**src/rtl/uart_pkg.sv**
```systemverilog
// Shared UART rate table and constant helpers for the bit-rate generators.
package uart_pkg;
  typedef logic [1:0] baud_sel_t;

  localparam int NUM_RATES = 4;
  localparam int BAUD_TABLE [NUM_RATES] = '{9600, 19200, 57600, 115200};

  // Round-to-nearest divisor keeps the rate error symmetric.
  function automatic int calc_div(input int clk_hz, input int baud);
    return (clk_hz + baud / 2) / baud;
  endfunction

  function automatic int calc_mid(input int div);
    return div / 2;
  endfunction

  function automatic int calc_osd(input int div, input int os);
    return div / os;
  endfunction

  function automatic int clog2(input int v);
    int r;
    r = 0;
    for (int i = 0; i < 31; i++)
      if ((1 << i) < v) r = i + 1;
    return r;
  endfunction
endpackage

```
**src/rtl/bps_gen_multi_os_tick_gen.sv**
```systemverilog
// Oversample tick generator: OVERSAMPLE ticks of period osd per bit, then holds until cleared.
module os_tick_gen import uart_pkg::*; #(
  parameter int OVERSAMPLE = 16,
  parameter int CNT_W      = 16
) (
  input  logic                           clk,
  input  logic                           rst,
  input  logic                           clr,
  input  logic                           en,
  input  logic [CNT_W-1:0]               osd,
  output logic                           os_tick,
  output logic [clog2(OVERSAMPLE)-1:0]   os_idx
);
  localparam int IW = clog2(OVERSAMPLE);

  logic [CNT_W-1:0] r_os_cnt;
  logic [IW:0]      r_ticks;
  logic [IW-1:0]    r_idx;
  logic             r_tick;
  logic             w_done, w_hit;

  assign w_done = (r_ticks == (IW+1)'(OVERSAMPLE));
  assign w_hit  = en && !w_done && (r_os_cnt == osd - CNT_W'(1));

  always_ff @(posedge clk or posedge rst) begin
    if (rst) begin
      r_os_cnt <= '0;
      r_ticks  <= '0;
      r_idx    <= '0;
      r_tick   <= 1'b0;
    end else begin
      r_tick <= w_hit;
      // A tick coinciding with the bit wrap still reports its own index.
      if (w_hit)    r_idx <= r_ticks[IW-1:0];
      else if (clr) r_idx <= '0;
      if (clr) begin
        r_os_cnt <= '0;
        r_ticks  <= '0;
      end else if (en && !w_done) begin
        r_os_cnt <= w_hit ? '0 : r_os_cnt + CNT_W'(1);
        if (w_hit) r_ticks <= r_ticks + (IW+1)'(1);
      end
    end
  end

  assign os_tick = r_tick;
  assign os_idx  = r_idx;
endmodule

```
**src/rtl/bps_gen_multi.sv**
```systemverilog
// Multi-rate UART bit-rate generator: mid-bit, end-of-bit and oversample strobes.
module bps_gen_multi import uart_pkg::*; #(
  parameter int CLK_HZ     = 50_000_000,
  parameter int BAUD0      = BAUD_TABLE[0],
  parameter int BAUD1      = BAUD_TABLE[1],
  parameter int BAUD2      = BAUD_TABLE[2],
  parameter int BAUD3      = BAUD_TABLE[3],
  parameter int OVERSAMPLE = 16,
  parameter int CNT_W      = 16
) (
  input  logic                         sysclk,
  input  logic                         rst,
  input  logic                         count_sig,
  input  logic                         restart,
  input  baud_sel_t                    baud_sel,
  output logic                         clk_bps,
  output logic                         bit_end,
  output logic                         os_tick,
  output logic [clog2(OVERSAMPLE)-1:0] os_idx,
  output baud_sel_t                    sel_active
);
  localparam int DIV_I [NUM_RATES] = '{calc_div(CLK_HZ, BAUD0), calc_div(CLK_HZ, BAUD1),
                                       calc_div(CLK_HZ, BAUD2), calc_div(CLK_HZ, BAUD3)};
  localparam int MID_I [NUM_RATES] = '{calc_mid(DIV_I[0]), calc_mid(DIV_I[1]),
                                       calc_mid(DIV_I[2]), calc_mid(DIV_I[3])};
  localparam int OSD_I [NUM_RATES] = '{calc_osd(DIV_I[0], OVERSAMPLE), calc_osd(DIV_I[1], OVERSAMPLE),
                                       calc_osd(DIV_I[2], OVERSAMPLE), calc_osd(DIV_I[3], OVERSAMPLE)};

  if ((1 << clog2(OVERSAMPLE)) != OVERSAMPLE || OVERSAMPLE < 2) begin : g_bad_os
    $fatal(1, "OVERSAMPLE must be a power of 2 and at least 2");
  end
  for (genvar i = 0; i < NUM_RATES; i++) begin : g_chk
    if (longint'(DIV_I[i]) > (longint'(1) << CNT_W) - 1) begin : g_big
      $fatal(1, "divisor %0d does not fit in CNT_W bits", i);
    end
    if (DIV_I[i] < 2 * OVERSAMPLE) begin : g_small
      $fatal(1, "divisor %0d smaller than 2*OVERSAMPLE", i);
    end
  end

  logic [CNT_W-1:0] r_cnt, r_div, r_mid, r_osd;
  logic             r_clk_bps, r_bit_end;
  baud_sel_t        r_sel;
  logic             w_wrap, w_os_clr, w_os_en;

  assign w_wrap = (r_cnt == r_div - CNT_W'(1));

  // Divisor registers load alongside the rate index, so they are valid on the first counting edge.
  always_ff @(posedge sysclk or posedge rst) begin
    if (rst) begin
      r_cnt     <= '0;
      r_clk_bps <= 1'b0;
      r_bit_end <= 1'b0;
      r_sel     <= '0;
      r_div     <= CNT_W'(DIV_I[0]);
      r_mid     <= CNT_W'(MID_I[0]);
      r_osd     <= CNT_W'(OSD_I[0]);
    end else if (restart) begin
      r_cnt     <= '0;
      r_clk_bps <= 1'b0;
      r_bit_end <= 1'b0;
    end else if (!count_sig) begin
      r_cnt     <= '0;
      r_clk_bps <= 1'b0;
      r_bit_end <= 1'b0;
      r_sel     <= baud_sel;
      r_div     <= CNT_W'(DIV_I[baud_sel]);
      r_mid     <= CNT_W'(MID_I[baud_sel]);
      r_osd     <= CNT_W'(OSD_I[baud_sel]);
    end else begin
      r_cnt     <= w_wrap ? '0 : r_cnt + CNT_W'(1);
      r_clk_bps <= (r_cnt == r_mid);
      r_bit_end <= w_wrap;
    end
  end

  assign w_os_clr = restart | ~count_sig | w_wrap;
  assign w_os_en  = count_sig & ~restart;

  os_tick_gen #(.OVERSAMPLE(OVERSAMPLE), .CNT_W(CNT_W)) u_os (
    .clk     (sysclk),
    .rst     (rst),
    .clr     (w_os_clr),
    .en      (w_os_en),
    .osd     (r_osd),
    .os_tick (os_tick),
    .os_idx  (os_idx)
  );

  assign clk_bps    = r_clk_bps;
  assign bit_end    = r_bit_end;
  assign sel_active = r_sel;
endmodule

```
**config.mk**
```make
export PLATFORM = sky130hd
export DESIGN_NAME = bps_gen_multi
export DESIGN_NICKNAME = d
export VERILOG_FILES = /design/src/rtl/uart_pkg.sv /design/src/rtl/bps_gen_multi_os_tick_gen.sv /design/src/rtl/bps_gen_multi.sv
export SDC_FILE = /design/constraint.sdc
export NUM_CORES = 1
export LEC_CHECK = 0
export ABC_AREA = 0
export CORE_AREA = 2 2 81 83
export CTS_CLUSTER_DIAMETER = 200
export DETAILED_ROUTE_END_ITERATION = 10
export DIE_AREA = 0 0 83 85
export HOLD_SLACK_MARGIN = 0.15
export PLACE_DENSITY = 0.78
export SYNTH_ARGS = -nofsm -noshare
export SYNTH_HDL_FRONTEND = slang
export SYNTH_SLANG_ARGS = --single-unit
export TNS_END_PERCENT = 1
```
**constraint.sdc**
```tcl
create_clock -name sysclk -period 3.33 [get_ports sysclk]
set_input_delay 0.8325 -clock sysclk [delete_from_list [all_inputs] [get_ports sysclk]]
set_output_delay 0.8325 -clock sysclk [all_outputs]
set_load 0.01 [all_outputs]
```
==> results_dict.tcl, run 1 <==
set metrics [dict create \
    path_max_fanout 21 \
    drive_gt1_share_pct 8.59 \
    fmax_mhz 328 \
    htreeDepth 2 \
    cp-endpoint "u_os.r_os_cnt[8]$_DFFE_PP0P_" \
    die_width_um 83 \
    synthesis.nets 429 \
    ys.flop_type "dfrtp_1" \
    die_h_um 85 \
    ys_warn_count 0 \
    place.port_buffers 14 \
    drv_cap 0 \
    cts_buffers 5 \
    grt_use_total_pct 24.0 \
    critPathCaptureType "flop" \
    cts_resized 0 \
    powerDensity_nw_per_um2 366 \
    critPathTopFamily "compound AO/OA/AOI/OAI gates" \
    rows 29 \
    ant_nets 0 \
    timing.rr.end "u_os.r_os_cnt[8]$_DFFE_PP0P_" \
    synth_edf_count 0 \
    routed-wl-met2_mm 3.86 \
    yosys.area.top_type_share_pct 34.5 \
    path_common_cell "o2111ai_1" \
    wl_per_cell_um 16.7 \
    post_cts_buffers 0 \
    crit_chain "inv_1 -> ha_1 -> nor4b_1 -> o2111ai_1 -> a2111oi_0 -> o2111ai_1 -> o21ai_2 -> buf_4 -> nor3_1" \
    grt_pass1_vias 2929 \
    synth_area_leaders "dfrtp_1 (34%), xnor2_1 (7.0%), xor2_1 (5.3%)" \
    first_iter_violations 326 \
    antenna_cells 0 \
    fin_crit_ns 3.05 \
    synth_area_per_cell_um2 8.83 \
    cts_tree "done" \
    grt_max_degree 55 \
    fin_ws_ns 0.284 \
    power.leakage_uw 0.00159 \
    utilization_pct 63.3 \
    gp_congestion 0.901 \
    dpl_cell_area_um2 3820 \
    wl_met1_mm 3.83 \
    period_share_pct 91.5 \
    tightest_slew_ns 0.720 \
    path_clk_slew_ns 0.10 \
    p_int_uw 1010 \
    hpwlAfterDp_mm 5.89 \
    drc 0 \
    fin_tns_setup_ns 0 \
    max_stage_delay_ns 0.62 \
    power.share.clock_pct 29.4 \
    maxSlewViolCount 0 \
    p_comb_share_pct 20.0 \
    seqPwrFrac_pct 50.6 \
    first_pass_iters 5 \
    holdPathStages 2 \
    nets 436 \
    hp-class "reg -> reg" \
    worstPathRequired_ns 3.52 \
    yosysSeqAreaShare_pct 37.4 \
    dr_total_vias 3096 \
    cts_hold_buf 0 \
    rsz0062_at_grt "no" \
    grt_pass1_wl_mm 14.1 \
    crit_cells 9 \
    crit_type "reg -> reg" \
    routed_wl_mm 8.29 \
    synthTopCellsByCount "dfrtp_1 (50), nor2_1 (36), nand2_1 (30)" \
    p_sw_share_pct 29.7 \
    dieArea_um2 7060 \
    r2r_start "r_div[7]$_DFFE_PP0P_" \
    clk_latency_ns 0.31 \
    skew_ns 0.00762 \
    ys_types 60 \
    start_kind "flop" \
    topRoutingLayerUsed "met4" \
    reg2reg_slack_ns 0.28 \
    ys_ff_latch 54 \
    finalHoldViolations 0 \
    preCtsSetupSlack_ns 0.0314 \
    initial_core_util_pct 58.5 \
    p_sw_uw 428 \
    fin_area_um2 3930 \
    grt_overflow 0 \
    ir_drop_uv 245 \
    num_io_pins 15 \
    routed_via_density 6.24 \
    syn_inst 411 \
    slew-limit-headroom_pct 51.3 \
    netlist_area_um2 3630 \
    antenna_found_initial 0 \
    cp_num_buf_inv 2 \
    startpoint "r_div[7]$_DFFE_PP0P_" \
    synth.most_common_cell "dfrtp_1" \
    arrival_ns 3.24 \
    cts.sinks 54 \
    wl_met3_um 469 \
    core-area_um2 6200 \
    r2r_cells 9 \
    synthArstFlopShare_pct 100 \
    cts-root-buf "clkbuf_8" \
    status "finished, final reports clean" \
    syn_to_final_growth_pct 8.27 \
    yosys.area.top_type "dfrtp_1" \
    cpMaxStageDelayCell "nor4b_1" \
    cts_buffer_depth 2 \
    setup_viol 0 \
]
kinds of logic after synthesis:
| group | after synthesis | share of synthesized area, % |
|---|---|---|
| and+or+nand+nor | 184 | 27.4 |
| AOI/OAI and AO/OA | 68 | 12.4 |
| DFF | 54 | 37.4 |
| xor gates and xnor gates | 51 | 12.3 |
| buffers and inverters | 38 | 4.89 |
| adders and majority gates | 12 | 4.14 |
| muxes | 4 | 1.52 |
worst reg2reg max path, cell delays in order (launching register included):
cell       delay [ns]
dfrtp_1          0.39
inv_1            0.13
ha_1             0.24
nor4b_1          0.62
o2111ai_1        0.23
a2111oi_0        0.44
o2111ai_1        0.30
o21ai_2          0.21
buf_4            0.28
nor3_1           0.10
power by group through the flow:
stage / sequential, µW / combinational (µW) / clock, µW
finish: 728 / 289 / 423
global route: 731 / 316 / 459
CTS: 725 / 285 / 431
detailed placement: 738 / 283 / 0
global placement: 738 / 275 / 0
floorplan: 704 / 248 / 0
cell type report:
| type | count | area [µm²] |
|---|---|---|
| well taps | 77 | 96.3 |
| fillers | 545 | 2270 |
| repair buffers | 24 | 215 |
| multi-input cells | 319 | 2100 |
| flip-flops and latches | 54 | 1360 |
| inverters | 14 | 52.6 |
| clock buffers | 8 | 110 |
cell usage in the layout, fill, tap and decap left out, types with 3 or more instances in the layout:
cell type / Yosys / layout
o2111ai_1: 3 / 3
nand2b_1: 3 / 3
and4_1: 3 / 3
nor2b_1: 4 / 4
nor3_1: 24 / 24
o221ai_1: 3 / 3
and3_1: 15 / 15
clkdlybuf4s50_1: 0 / 14
or3_1: 8 / 8
dfstp_2: 4 / 4
nand2_1: 30 / 30
and2_1: 4 / 4
clkbuf_8: 0 / 8
o21ai_0: 16 / 16
or4_1: 3 / 3
nor4_1: 4 / 4
o31ai_1: 4 / 4
nand4_1: 9 / 9
dfrtp_1: 50 / 50
xnor2_1: 29 / 29
inv_1: 14 / 13
nor2_1: 36 / 36
nor4b_1: 5 / 5
buf_4: 1 / 10
nand3_1: 23 / 23
xor2_1: 22 / 22
ha_1: 12 / 12
a21oi_1: 16 / 16
a31o_2: 3 / 3
metal layers:
layer	GRT usage, %	up-vias
met5	0	-
met2	38.9	106
li1	-	1479
met4	7.75	0
met3	3.31	12
met1	33.8	1499
registers in the layout (all words and copies together) (netlist names):
register / cells
clk_bps: 1
u_os.os_tick: 1
r_div: 9
r_cnt: 16
sel_active: 1
u_os.r_os_cnt: 16
u_os.r_ticks: 5
bit_end: 1
u_os.os_idx: 4
worst min-delay path by stage:
| stage | start | end | slack, ns |
|---|---|---|---|
| floorplan | r_cnt[0]$_DFF_PP0_ | r_cnt[0]$_DFF_PP0_ | 0.50 |
| global placement | sel_active[0]$_DFFE_PP0P_ | sel_active[0]$_DFFE_PP0P_ | 0.47 |
| detailed placement | sel_active[0]$_DFFE_PP0P_ | sel_active[0]$_DFFE_PP0P_ | 0.48 |
| CTS | sel_active[0]$_DFFE_PP0P_ | sel_active[0]$_DFFE_PP0P_ | 0.51 |
| global route | sel_active[0]$_DFFE_PP0P_ | sel_active[0]$_DFFE_PP0P_ | 0.54 |
| finish | sel_active[0]$_DFFE_PP0P_ | sel_active[0]$_DFFE_PP0P_ | 0.50 |
metrics by stage:
stage / total power [µW] / hold slack (ns) / std cells
finish: 1440 / 0.501 / 496
global route: 1510 / 0.543 / 496
CTS: 1440 / 0.509 / 496
detailed placement: 1020 / 0.482 / 488
global placement: 1010 / 0.471 / 488
floorplan: 952 / 0.503 / 411
(Power assumes the default switching activity.)
==> inputs of run 2 (changes only) <==
- PLACE_DENSITY: 0.78 -> default
- PLACE_DENSITY_LB_ADDON: default -> 0.25
==> results_dict.tcl, run 2 (synthesis results as in run 1) <==
set metrics [dict create \
    status "finished, final reports clean" \
    core-area_um2 6200 \
    first_iter_violations 216 \
    hpwlAfterDp_mm 5.91 \
    drive_gt1_share_pct 8.11 \
    cts_hold_buf 0 \
    hp-class "reg -> reg" \
    grt_pass1_vias 2860 \
    crit_type "reg -> reg" \
    first_pass_iters 4 \
    crit_chain "inv_1 -> ha_1 -> nor4b_1 -> nand3_1 -> xnor2_1 -> or4_1 -> o21ai_2 -> buf_4 -> o31ai_1" \
    rsz0062_at_grt "no" \
    maxSlewViolCount 0 \
    antenna_found_initial 0 \
    cts_tree "done" \
    htreeDepth 2 \
    die_h_um 85 \
    slew-limit-headroom_pct 50.7 \
    grt_use_total_pct 23.3 \
    critPathCaptureType "flop" \
    final_cell_mix "dfrtp_1 (50), nor2_1 (36), nand2_1 (30)" \
    tightest_slew_ns 0.729 \
    arrival_ns 3.23 \
    power.leakage_uw 0.00158 \
    routed_via_density 6.22 \
    reg.largest.list "r_cnt (16), u_os.r_os_cnt (16), r_div (9)" \
    cts-root-buf "clkbuf_8" \
    finalHoldViolations 0 \
    skew_ns 0.00406 \
    fin_tns_setup_ns 0 \
    cpMaxStageDelayCell "nor4b_1" \
    holdPathStages 2 \
    cts_buffers 5 \
    antenna_cells 0 \
    drc 0 \
    drv_cap 0 \
    post_cts_buffers 0 \
    multi_input_area_um2 2100 \
    path_max_fanout 20 \
    preCtsSetupSlack_ns 0.0670 \
    gp_congestion 0.891 \
    ant_nets 0 \
    reg2reg_slack_ns 0.27 \
    place.port_buffers 14 \
    nets 437 \
    dr_total_vias 3083 \
    fin_ws_ns 0.270 \
    period_share_pct 91.9 \
    grt_pass1_wl_mm 13.5 \
    cts.sinks 54 \
    max_stage_delay_ns 0.63 \
    die_width_um 83 \
    setup_viol 0 \
    worstPathRequired_ns 3.50 \
    grt_max_degree 32 \
    fillerInstances 543 \
    clk_latency_ns 0.30 \
    dieArea_um2 7060 \
    ff_latch_area_um2 1360 \
    wl_per_cell_um 16.4 \
    cts_resized 0 \
    routed_wl_mm 8.14 \
    powerDensity_nw_per_um2 349 \
    ir_drop_uv 192 \
    fin_crit_ns 3.06 \
    path_clk_slew_ns 0.09 \
    num_io_pins 15 \
    cts_buffer_depth 2 \
    syn_to_final_growth_pct 7.55 \
    rows 29 \
    fmax_mhz 327 \
    final_common_cell "dfrtp_1" \
    initial_core_util_pct 58.5 \
    r2r_cells 9 \
    grt_overflow 0 \
    start_kind "flop" \
]
[run 2: cell types whose count changed in the layout (fill, tap and decap cells not counted), sizes merged]
cell	change
buf	+1
clkbuf	-1
[run 2: worst paths after layout]
path	from	end
min in group asynchronous	rst	u_os.os_idx[3]$_DFFE_PP0P_
min	sel_active[0]$_DFFE_PP0P_	sel_active[0]$_DFFE_PP0P_
max	r_div[7]$_DFFE_PP0P_	u_os.os_idx[3]$_DFFE_PP0P_
max reg2reg	r_div[7]$_DFFE_PP0P_	u_os.os_idx[3]$_DFFE_PP0P_
max in group asynchronous	rst	r_div[3]$_DFFE_PP1P_
min reg2reg	sel_active[0]$_DFFE_PP0P_	sel_active[0]$_DFFE_PP0P_
[run 2: area by class of cell]
cell class / instances / area share (%)
clock buffer: 7 / 1.96
multi-input combinational: 319 / 53.8
inverter: 14 / 1.35
sequential: 54 / 34.7
tap: 77 / 2.47
timing repair buffer: 25 / 5.71
[run 2: worst max-delay path, delay by kind of cell (launching register included)]
| family | cells | cell delay, ns |
|---|---|---|
| compound gates | 2 | 0.28 |
| xor+xnor | 1 | 0.19 |
| fa+ha+maj | 1 | 0.25 |
| buf+inv | 2 | 0.40 |
| flops | 1 | 0.38 |
| simple gates | 3 | 1.41 |
[run 2: stage by stage]
step,instance area [µm²],utilization [%],hold WS [ns],power (µW),std cells
6_report,3900,62.9,0.514,1360,496
5_1_grt,3900,62.9,0.543,1440,496
4_1_cts,3900,62.9,0.528,1380,496
3_5_place_dp,3830,61.7,0.503,1020,489
3_3_place_gp,3830,61.7,0.472,1010,489
2_1_floorplan,3630,-,0.503,952,411
[run 2: power breakdown]
part	switching, µW	internal (µW)
sequential	48.6	679
clock	202	145
combinational	164	123
total	415	948
[run 2: per-layer routing]
| layer | wire (µm) | global-route usage [%] |
|---|---|---|
| met1 | 3790 | 32.8 |
| met2 | 3770 | 37.5 |
| met3 | 484 | 3.60 |
| met4 | 93 | 6.56 |
| met5 | 0 | 0 |
==> inputs of run 3 (changes only) <==
- GPL_TIMING_DRIVEN: default -> 0
==> results_dict.tcl, run 3 (synthesis results as in run 1) <==
set metrics [dict create \
    skew_ns 0.0102 \
    preCtsSetupSlack_ns -0.248 \
    p_sw_share_pct 30.6 \
    core-area_um2 6200 \
    hp-class "reg -> reg" \
    final_common_cell "dfrtp_1" \
    seqPwrFrac_pct 50.6 \
    first_pass_iters 5 \
    power.leakage_uw 0.00161 \
    grt_use_total_pct 23.8 \
    cts.sinks 54 \
    tightest_slew_ns 0.743 \
    cts_buffers 5 \
    final_cells 509 \
    max_stage_delay_ns 0.54 \
    grt_max_degree 32 \
    place.port_buffers 14 \
    gp_congestion 0.970 \
    slew-limit-headroom_pct 49.7 \
    p_comb_share_pct 24.8 \
    reg.largest.list "r_cnt (16), u_os.r_os_cnt (16), r_div (9)" \
    finalHoldViolations 0 \
    grt_pass1_wl_mm 13.8 \
    utilization_pct 64.6 \
    rsz0062_at_grt "no" \
    grt_pass1_vias 2887 \
    p_int_uw 962 \
    routed_wl_mm 8.26 \
    path_common_cell "or4b_1" \
    nets 450 \
    drc 0 \
    dr_total_vias 3180 \
    clk_latency_ns 0.31 \
    crit_type "reg -> reg" \
    arrival_ns 3.36 \
    grt_overflow 0 \
    ir_drop_uv 244 \
    cts_buffer_depth 2 \
    fin_crit_ns 3.20 \
    path_clk_slew_ns 0.08 \
    cpMaxStageDelayCell "or4b_1" \
    powerDensity_nw_per_um2 345 \
    die_h_um 85 \
    die_width_um 83 \
    status "finished, final reports clean" \
    final_cell_mix "dfrtp_1 (50), nor2_1 (36), nand2_1 (30)" \
    cts-root-buf "clkbuf_8" \
    first_iter_violations 323 \
    fin_ws_ns 0.130 \
    syn_to_final_growth_pct 10.4 \
    htreeDepth 2 \
    num_io_pins 15 \
    initial_core_util_pct 58.5 \
    routed_via_density 6.25 \
    path_max_fanout 10 \
    antenna_found_initial 0 \
    power.share.clock_pct 24.5 \
    p_sw_uw 423 \
    wl_per_cell_um 16.2 \
    maxSlewViolCount 0 \
    fillerInstances 525 \
    start_kind "flop" \
    antenna_cells 0 \
    fin_area_um2 4010 \
    fin_tns_setup_ns 0 \
    critPathCaptureType "flop" \
    dp_cells 503 \
    dieArea_um2 7060 \
    cts_tree "done" \
    fmax_mhz 313 \
    ant_nets 0 \
    cts_hold_buf 0 \
    setup_viol 0 \
    hpwlAfterDp_mm 6.11 \
    crit_chain "buf_6 -> inv_1 -> ha_1 -> or4b_1 -> o21ai_1 -> o211ai_1 -> or4b_1 -> buf_2 -> nor2_1 -> nor3_1" \
    drive_gt1_share_pct 9.26 \
    drv_cap 0 \
    worstPathRequired_ns 3.49 \
    dpl_cell_area_um2 3890 \
    rows 29 \
    period_share_pct 96.1 \
]
==> run 3: cell count changes in the layout (fill, tap and decap cells not counted), sizes merged <==
| cell | previous run | this run |
|---|---|---|
| clkbuf | 7 | 19 |
| buf | 11 | 12 |
==> run 3: layout make-up <==
class	instances	area [µm²]	share of cell area (%)
buffer	23	130	3.25
clock buffer	7	76.3	1.90
inverter	14	52.6	1.31
multi-input combinational	319	2140	53.3
sequential	54	1360	33.8
tap	77	96.3	2.40
timing repair buffer	15	160	4.00
==> run 3: per-layer routing <==
metal  part of all wire, %  routed length [µm]  global-route usage (%)  vias to the layer above
met4                   2.2                 178                    6.56                        0
met2                    44                3640                    37.7                      126
li1                      -                   -                       -                     1509
met1                    48                3970                    34.3                     1529
met5                     0                   0                       0                        -
met3                   5.7                 467                    3.89                       16
==> run 3: power groups by stage <==
stage | registers, µW | logic (µW) | clock network (µW)
floorplan | 704 | 248 | 0
global placement | 706 | 322 | 0
detailed placement | 708 | 332 | 0
CTS | 696 | 337 | 354
global route | 704 | 376 | 375
finish | 701 | 344 | 340
==> run 3: worst max-delay path, delay by kind of cell (launching register included) <==
family	cells	cell delay, ns
adders and majority gates	1	0.27
AOI/OAI and AO/OA	2	0.31
buffers and inverters	3	0.44
DFF	1	0.37
and+or+nand+nor	4	1.66
==> run 3: final timing paths <==
check	from	end	slack, ns	cells past startpoint
max reg2reg	r_div[4]$_DFFE_PP1P_	u_os.r_os_cnt[12]$_DFFE_PP0P_	0.13	10
max in group asynchronous	rst	r_div[4]$_DFFE_PP1P_	1.84	3
min	sel_active[0]$_DFFE_PP0P_	sel_active[0]$_DFFE_PP0P_	0.50	2
min reg2reg	sel_active[0]$_DFFE_PP0P_	sel_active[0]$_DFFE_PP0P_	0.50	2
min in group asynchronous	rst	u_os.r_ticks[4]$_DFFE_PP0P_	0.87	2
max	r_div[4]$_DFFE_PP1P_	u_os.r_os_cnt[12]$_DFFE_PP0P_	0.13	10
==> run 3: through the flow <==
step | total power [µW] | hold slack (ns)
finish | 1380 | 0.502
global route | 1450 | 0.552
CTS | 1390 | 0.511
detailed placement | 1040 | 0.487
global placement | 1030 | 0.474
floorplan | 952 | 0.503
==> run 3: repair_timing <==
action	in CTS	in global routing
endpoints found under the hold margin	0	0
pin swaps	0	1
resized for setup	5	8
buffers inserted	0	0
setup endpoints to repair	37	33
==> RTL edit 1, RTL diff (flow settings as in run 2) <==
Register the output `os_idx`, cleared by the reset; this adds one clock of latency there. The other outputs are not delayed to match.
--- a/src/rtl/bps_gen_multi.sv
+++ b/src/rtl/bps_gen_multi.sv
@@ -27,2 +27,4 @@
                                        calc_osd(DIV_I[2], OVERSAMPLE), calc_osd(DIV_I[3], OVERSAMPLE)};
+
+  logic [clog2(OVERSAMPLE)-1:0] os_idx_d;
 
@@ -86,3 +88,3 @@
     .os_tick (os_tick),
-    .os_idx  (os_idx)
+    .os_idx  (os_idx_d)
   );
@@ -92,2 +94,10 @@
   assign sel_active = r_sel;
+  always_ff @(posedge sysclk or posedge rst) begin
+    if (rst) begin
+      os_idx <= '0;
+    end else begin
+      os_idx <= os_idx_d;
+    end
+  end
+
 endmodule
Behaviour: same outputs for any inputs over 10 cycles, from zero or initial values and one cycle with rst high; that may be too few to reach the edited logic, so the function may still have changed.
==> RTL edit 1 against run 2 <==
  * Worst setup slack got worse by 0.039 ns
  * Largest power group unchanged
  * Critical path type unchanged
  * Clock skew increased by 0.0029 ns
  * Power rose by 29%
  * Final cell count is 3.8% higher
  * Global-route usage up 2.8 points
  * Final area is 7.2% higher
  * Routed wire length rose by 3.7%
  * Combinational power grew 7.0%
  * Area after synthesis increased by 2.0%
  * Sequential cell count up 4
  * Highest routed layer unchanged
==> RTL edit 1: results (changes against run 2) <==
* Synth cell count leaders: 54 x dfrtp_1, 43 x nor2_1, 29 x xor2_1 (was 50 x dfrtp_1, 36 x nor2_1, 30 x nand2_1)
* Vias in the first global route at 3044 (was 2860)
* Filler cells at 493 (was 543)
* Synth top area cells: dfrtp_1 36%, xor2_1 6.9%, xnor2_1 5.4% (was dfrtp_1 34%, xnor2_1 7.0%, xor2_1 5.3%)
* CTS clk-pin slew, worst paths at 0.07 ns (was 0.09 ns)
* DR iter-0 viols at 237 (was 216)
* DR vias at 3148 (was 3083)
* Pre-CTS WS at 0.0670 ns (about the same)
* H-tree levels at 3 (was 2)
* Mapped Cells at 416 (was 411)
* Placer Congestion at 0.853 (was 0.891)
* TritonCTS Buffers at 9 (was 5)
* Cell Int Power at 1270 uW (was 948 uW)
* Register area at 1460 sq um (was 1360 sq um)
* Share of layout cells above drive strength 1 at 11.9% (was 8.11%)
* Dpl cells at 499 (was 489)
* Static Leak at 0.00178 uW (was 0.00158 uW)
* Vias/cell at 6.11 (was 6.22)
* Layout Nets at 451 (was 437)
* Sequential share of the synthesized area at 39.3% (was 37.4%)
* Worst-Skew Late Latency at 0.35 ns (was 0.30 ns)
* Wire length per cell at 16.4 microns (about the same)
* Slew margin rel. at 52.8% (was 50.7%)
* WP data arrival at 3.38 ns (was 3.23 ns)
* Cell variety after synth at 56 (was 60)
* GRT Overall Usage at 26.0% (was 23.3%)
* Critical Path Fanout Max at 10 (was 20)
* Max Clock Skew at 0.00694 ns (was 0.00406 ns)
* First-pass GRT wire length at 14600 microns (was 13500 microns)
* Status: finished clean (unchanged)
* Syn nets at 434 (was 429)
[RTL edit 1: cell count changes in the layout (fill, tap and decap cells not counted), moves of 4 or more]
cell	delta
a31oi_1	+6
buf_4	+7
clkbuf_8	+7
dfrtp_1	+4
nand2_1	-6
nand2b_1	+4
nand4_1	+6
nor2_1	+7
nor3_1	-8
nor4b_1	-4
o22ai_1	+4
xnor2_1	-6
xor2_1	+7
[RTL edit 1: cell families (layout without fill, tap and decap cells)]
family	count (synthesis)	count (layout)	synth area share [%]
xor gates and xnor gates	52	52	12.3
and+or+nand+nor	181	181	26.6
buffers and inverters	44	66	5.31
DFF	58	58	39.3
muxes	4	4	1.15
adders and majority gates	12	12	4.06
AOI/OAI and AO/OA	65	65	11.2
[RTL edit 1: worst max-delay path, stage by stage (launching register included)]
cell and delay (ns):
dfstp_2 0.45, nor3_1 0.61, a21oi_2 0.14, xnor2_1 0.15, or4_1 0.54, or4_1 0.62, or3_1 0.39, a21oi_1 0.14
[RTL edit 1: layer usage]
layer | GRT usage, % | part of all wire, % | vias to the layer above
li1 | - | - | 1497
met1 | 34.4 | 44 | 1534
met2 | 41.1 | 48 | 103
met3 | 7.59 | 5.8 | 14
met4 | 9.54 | 1.8 | 0
met5 | 0 | 0 | -
[RTL edit 1: final timing paths]
| kind | start | to | slack (ns) | cells after the start |
|---|---|---|---|---|
| setup reg to reg | r_div[10] | u_os.r_ticks[3] | 0.23 | 7 |
| min in group asynchronous | rst | sel_active[0] | 0.88 | 2 |
| setup / recovery | r_div[10] | u_os.r_ticks[3] | 0.23 | 7 |
| max in group asynchronous | rst | u_os.r_os_cnt[14] | 1.89 | 3 |
| hold reg to reg | u_os.os_idx[2] | os_idx[2] | 0.38 | 0 |
| hold / removal | u_os.os_idx[2] | os_idx[2] | 0.38 | 0 |
[RTL edit 1: area by class of cell]
class,count,area share [%]
multi-input combinational,314,49.0
tap,77,2.30
clock buffer,14,4.13
sequential,58,34.8
clock inverter,2,0.837
inverter,16,1.43
timing repair buffer,34,7.53
[RTL edit 1: power by group through the flow]
stage          Clock [uW]  Sequential, uW  Combinational, uW
2_1_floorplan           0             751                234
3_3_place_gp            0             772                293
3_5_place_dp            0             773                302
4_1_cts               694             760                305
5_1_grt               724             764                339
6_report              683             761                307
==> RTL edit 2, RTL diff (config.mk and constraints of run 2) <==
Made on the original files. `CNT_W` is set to 16 in 2 places; all go to 18.
--- a/src/rtl/bps_gen_multi_os_tick_gen.sv
+++ b/src/rtl/bps_gen_multi_os_tick_gen.sv
@@ -3,3 +3,3 @@
   parameter int OVERSAMPLE = 16,
-  parameter int CNT_W      = 16
+  parameter int CNT_W      = 18
 ) (
--- a/src/rtl/bps_gen_multi.sv
+++ b/src/rtl/bps_gen_multi.sv
@@ -8,3 +8,3 @@
   parameter int OVERSAMPLE = 16,
-  parameter int CNT_W      = 16
+  parameter int CNT_W      = 18
 ) (
Formal check against the unedited RTL: same outputs for any inputs over 10 cycles, from zero or initial values and one cycle with rst high; that may be too few to reach the edited logic, so the function may still have changed.
==> RTL edit 2 against run 2 <==
  * Power up 32%
  * Critical endpoint is now u_os.r_ticks[1]
  * Worst setup slack better by 0.0030 ns
  * Via count up 0.23%
  * Routed wire length up 6.4%
  * Area after synthesis up 3.7%
  * Final area up 8.1%
  * Sequential cell count up 4
==> RTL edit 2: results (changes against run 2) <==
* GRT Overall Usage at 25.5% (was 23.3%)
* Pre-CTS WS at 0.0962 ns (was 0.0670 ns)
* Met3 Resource Use GR at 4.57% (was 3.60%)
* Tmin final at 3.06 ns (about the same)
* CTS clk-pin slew, worst paths at 0.07 ns (was 0.09 ns)
* Max Clock Skew at 0.00746 ns (was 0.00406 ns)
* Worst VDD drop at 0.000277 V (was 0.000192 V)
* H-tree levels at 3 (was 2)
* Multi-Input Combinational at 318 (was 319)
* Syn nets at 439 (was 429)
* Filler cells at 493 (was 543)
* Comb power frac at 15.4% (was 21.1%)
* Crit path capture: u_os.r_ticks[1] (was u_os.os_idx[3])
* Logic power comb at 276 uW (was 287 uW)
* Placement Cell Area at 3960 sq um (was 3830 sq um)
* Wire length per cell at 16.8 microns (was 16.4 microns)
* DR iter-0 viols at 172 (was 216)
* Register area at 1460 sq um (was 1360 sq um)
* TritonCTS Buffers at 9 (was 5)
* Multi-input gate area at 2110 sq um (was 2100 sq um)
* Worst hold slack at 0.507 ns (was 0.514 ns)
* Sequential share of the synthesized area at 38.7% (was 37.4%)
* Placer Congestion at 0.878 (was 0.891)
* CP Launch Point: r_div[4] (was r_div[7])
* Setup Fix Bufs, Post-CTS at 0 (unchanged)
* Delay of the slowest critical-path stage at 0.53 ns (was 0.63 ns)
* Status: finished clean (unchanged)
* WL met3 at 407 microns (was 484 microns)
* Largest net degree at the start of global routing at 41 (was 32)
* Vias/cell at 6.00 (was 6.22)
* M1 GR Usage at 33.1% (was 32.8%)
* WL met1 at 3860 microns (was 3790 microns)
* Non-CTS buffers at 30 (was 25)
* TritonRoute pass-1 iters at 5 (was 4)
* Worst-Skew Late Latency at 0.35 ns (was 0.30 ns)
* Critical Path Fanout Max at 31 (was 20)
* Biggest regs: r_cnt: 18 flops, u_os.r_os_cnt: 18 flops, r_div: 9 flops (was r_cnt: 16 flops, u_os.r_os_cnt: 16 flops, r_div: 9 flops)
* Grt met2 use at 41.6% (was 37.5%)
* DP HPWL at 6140 microns (was 5910 microns)
* Routed wire length at 8670 microns (was 8140 microns)
* Clock share of power at 42.1% (was 25.5%)
* First-pass GRT wire length at 14400 microns (was 13500 microns)
* WP data arrival at 3.29 ns (was 3.23 ns)
* Slowest CP cell: dfstp_2 (was nor4b_1)
* Hold Path Depth at 1 (was 2)
* Layout non-clock buf frac at 6.46% (was 5.71%)
* Layout Nets at 452 (was 437)
* Cell variety after synth at 50 (was 60)
* Synth top area cells: dfrtp_1 36%, xnor2_1 8.1%, xor2_1 7.0% (was dfrtp_1 34%, xnor2_1 7.0%, xor2_1 5.3%)
* Worst r2r path cells at 13 (was 9)
* Seq area share at 34.5% (was 34.7%)
* Seq_cells at 58 (was 54)
* Share of layout cells above drive strength 1 at 10.7% (was 8.11%)
* CLK BUF at 12 (was 7)
* Worst-margin pin slew at 0.477 ns (was 0.729 ns)
* P_sw at 484 uW (was 415 uW)
* Vias in the first global route at 3018 (was 2860)
* Dpl cells at 498 (was 489)
* Core Util, Final at 68.0% (was 62.9%)
RTL edit 2: changes by cell type in the layout (fill, tap and decap cells not counted), moves of 4 or more:
cell | run 2 | this run
clkbuf_8 | 5 | 11
nor4b_1 | 5 | 0
dfrtp_1 | 50 | 54
nor2_1 | 36 | 45
and3_1 | 15 | 10
xor2_1 | 22 | 30
a21oi_1 | 16 | 11
buf_4 | 11 | 15
xnor2_1 | 29 | 35
nand4_1 | 9 | 21
RTL edit 2: kinds of logic (layout without fill, tap and decap cells):
| logic type | count (synthesis) | in the layout | share of synthesized area (%) |
|---|---|---|---|
| AND/OR/NAND/NOR | 188 | 189 | 26.2 |
| XOR/XNOR | 65 | 65 | 15.1 |
| flip-flops | 58 | 58 | 38.7 |
| AO/OA/AOI/OAI | 46 | 46 | 8.01 |
| buffers and inverters | 45 | 62 | 6.22 |
| adder cells (fa/ha/maj) | 13 | 13 | 4.32 |
| multiplexers | 5 | 5 | 1.40 |
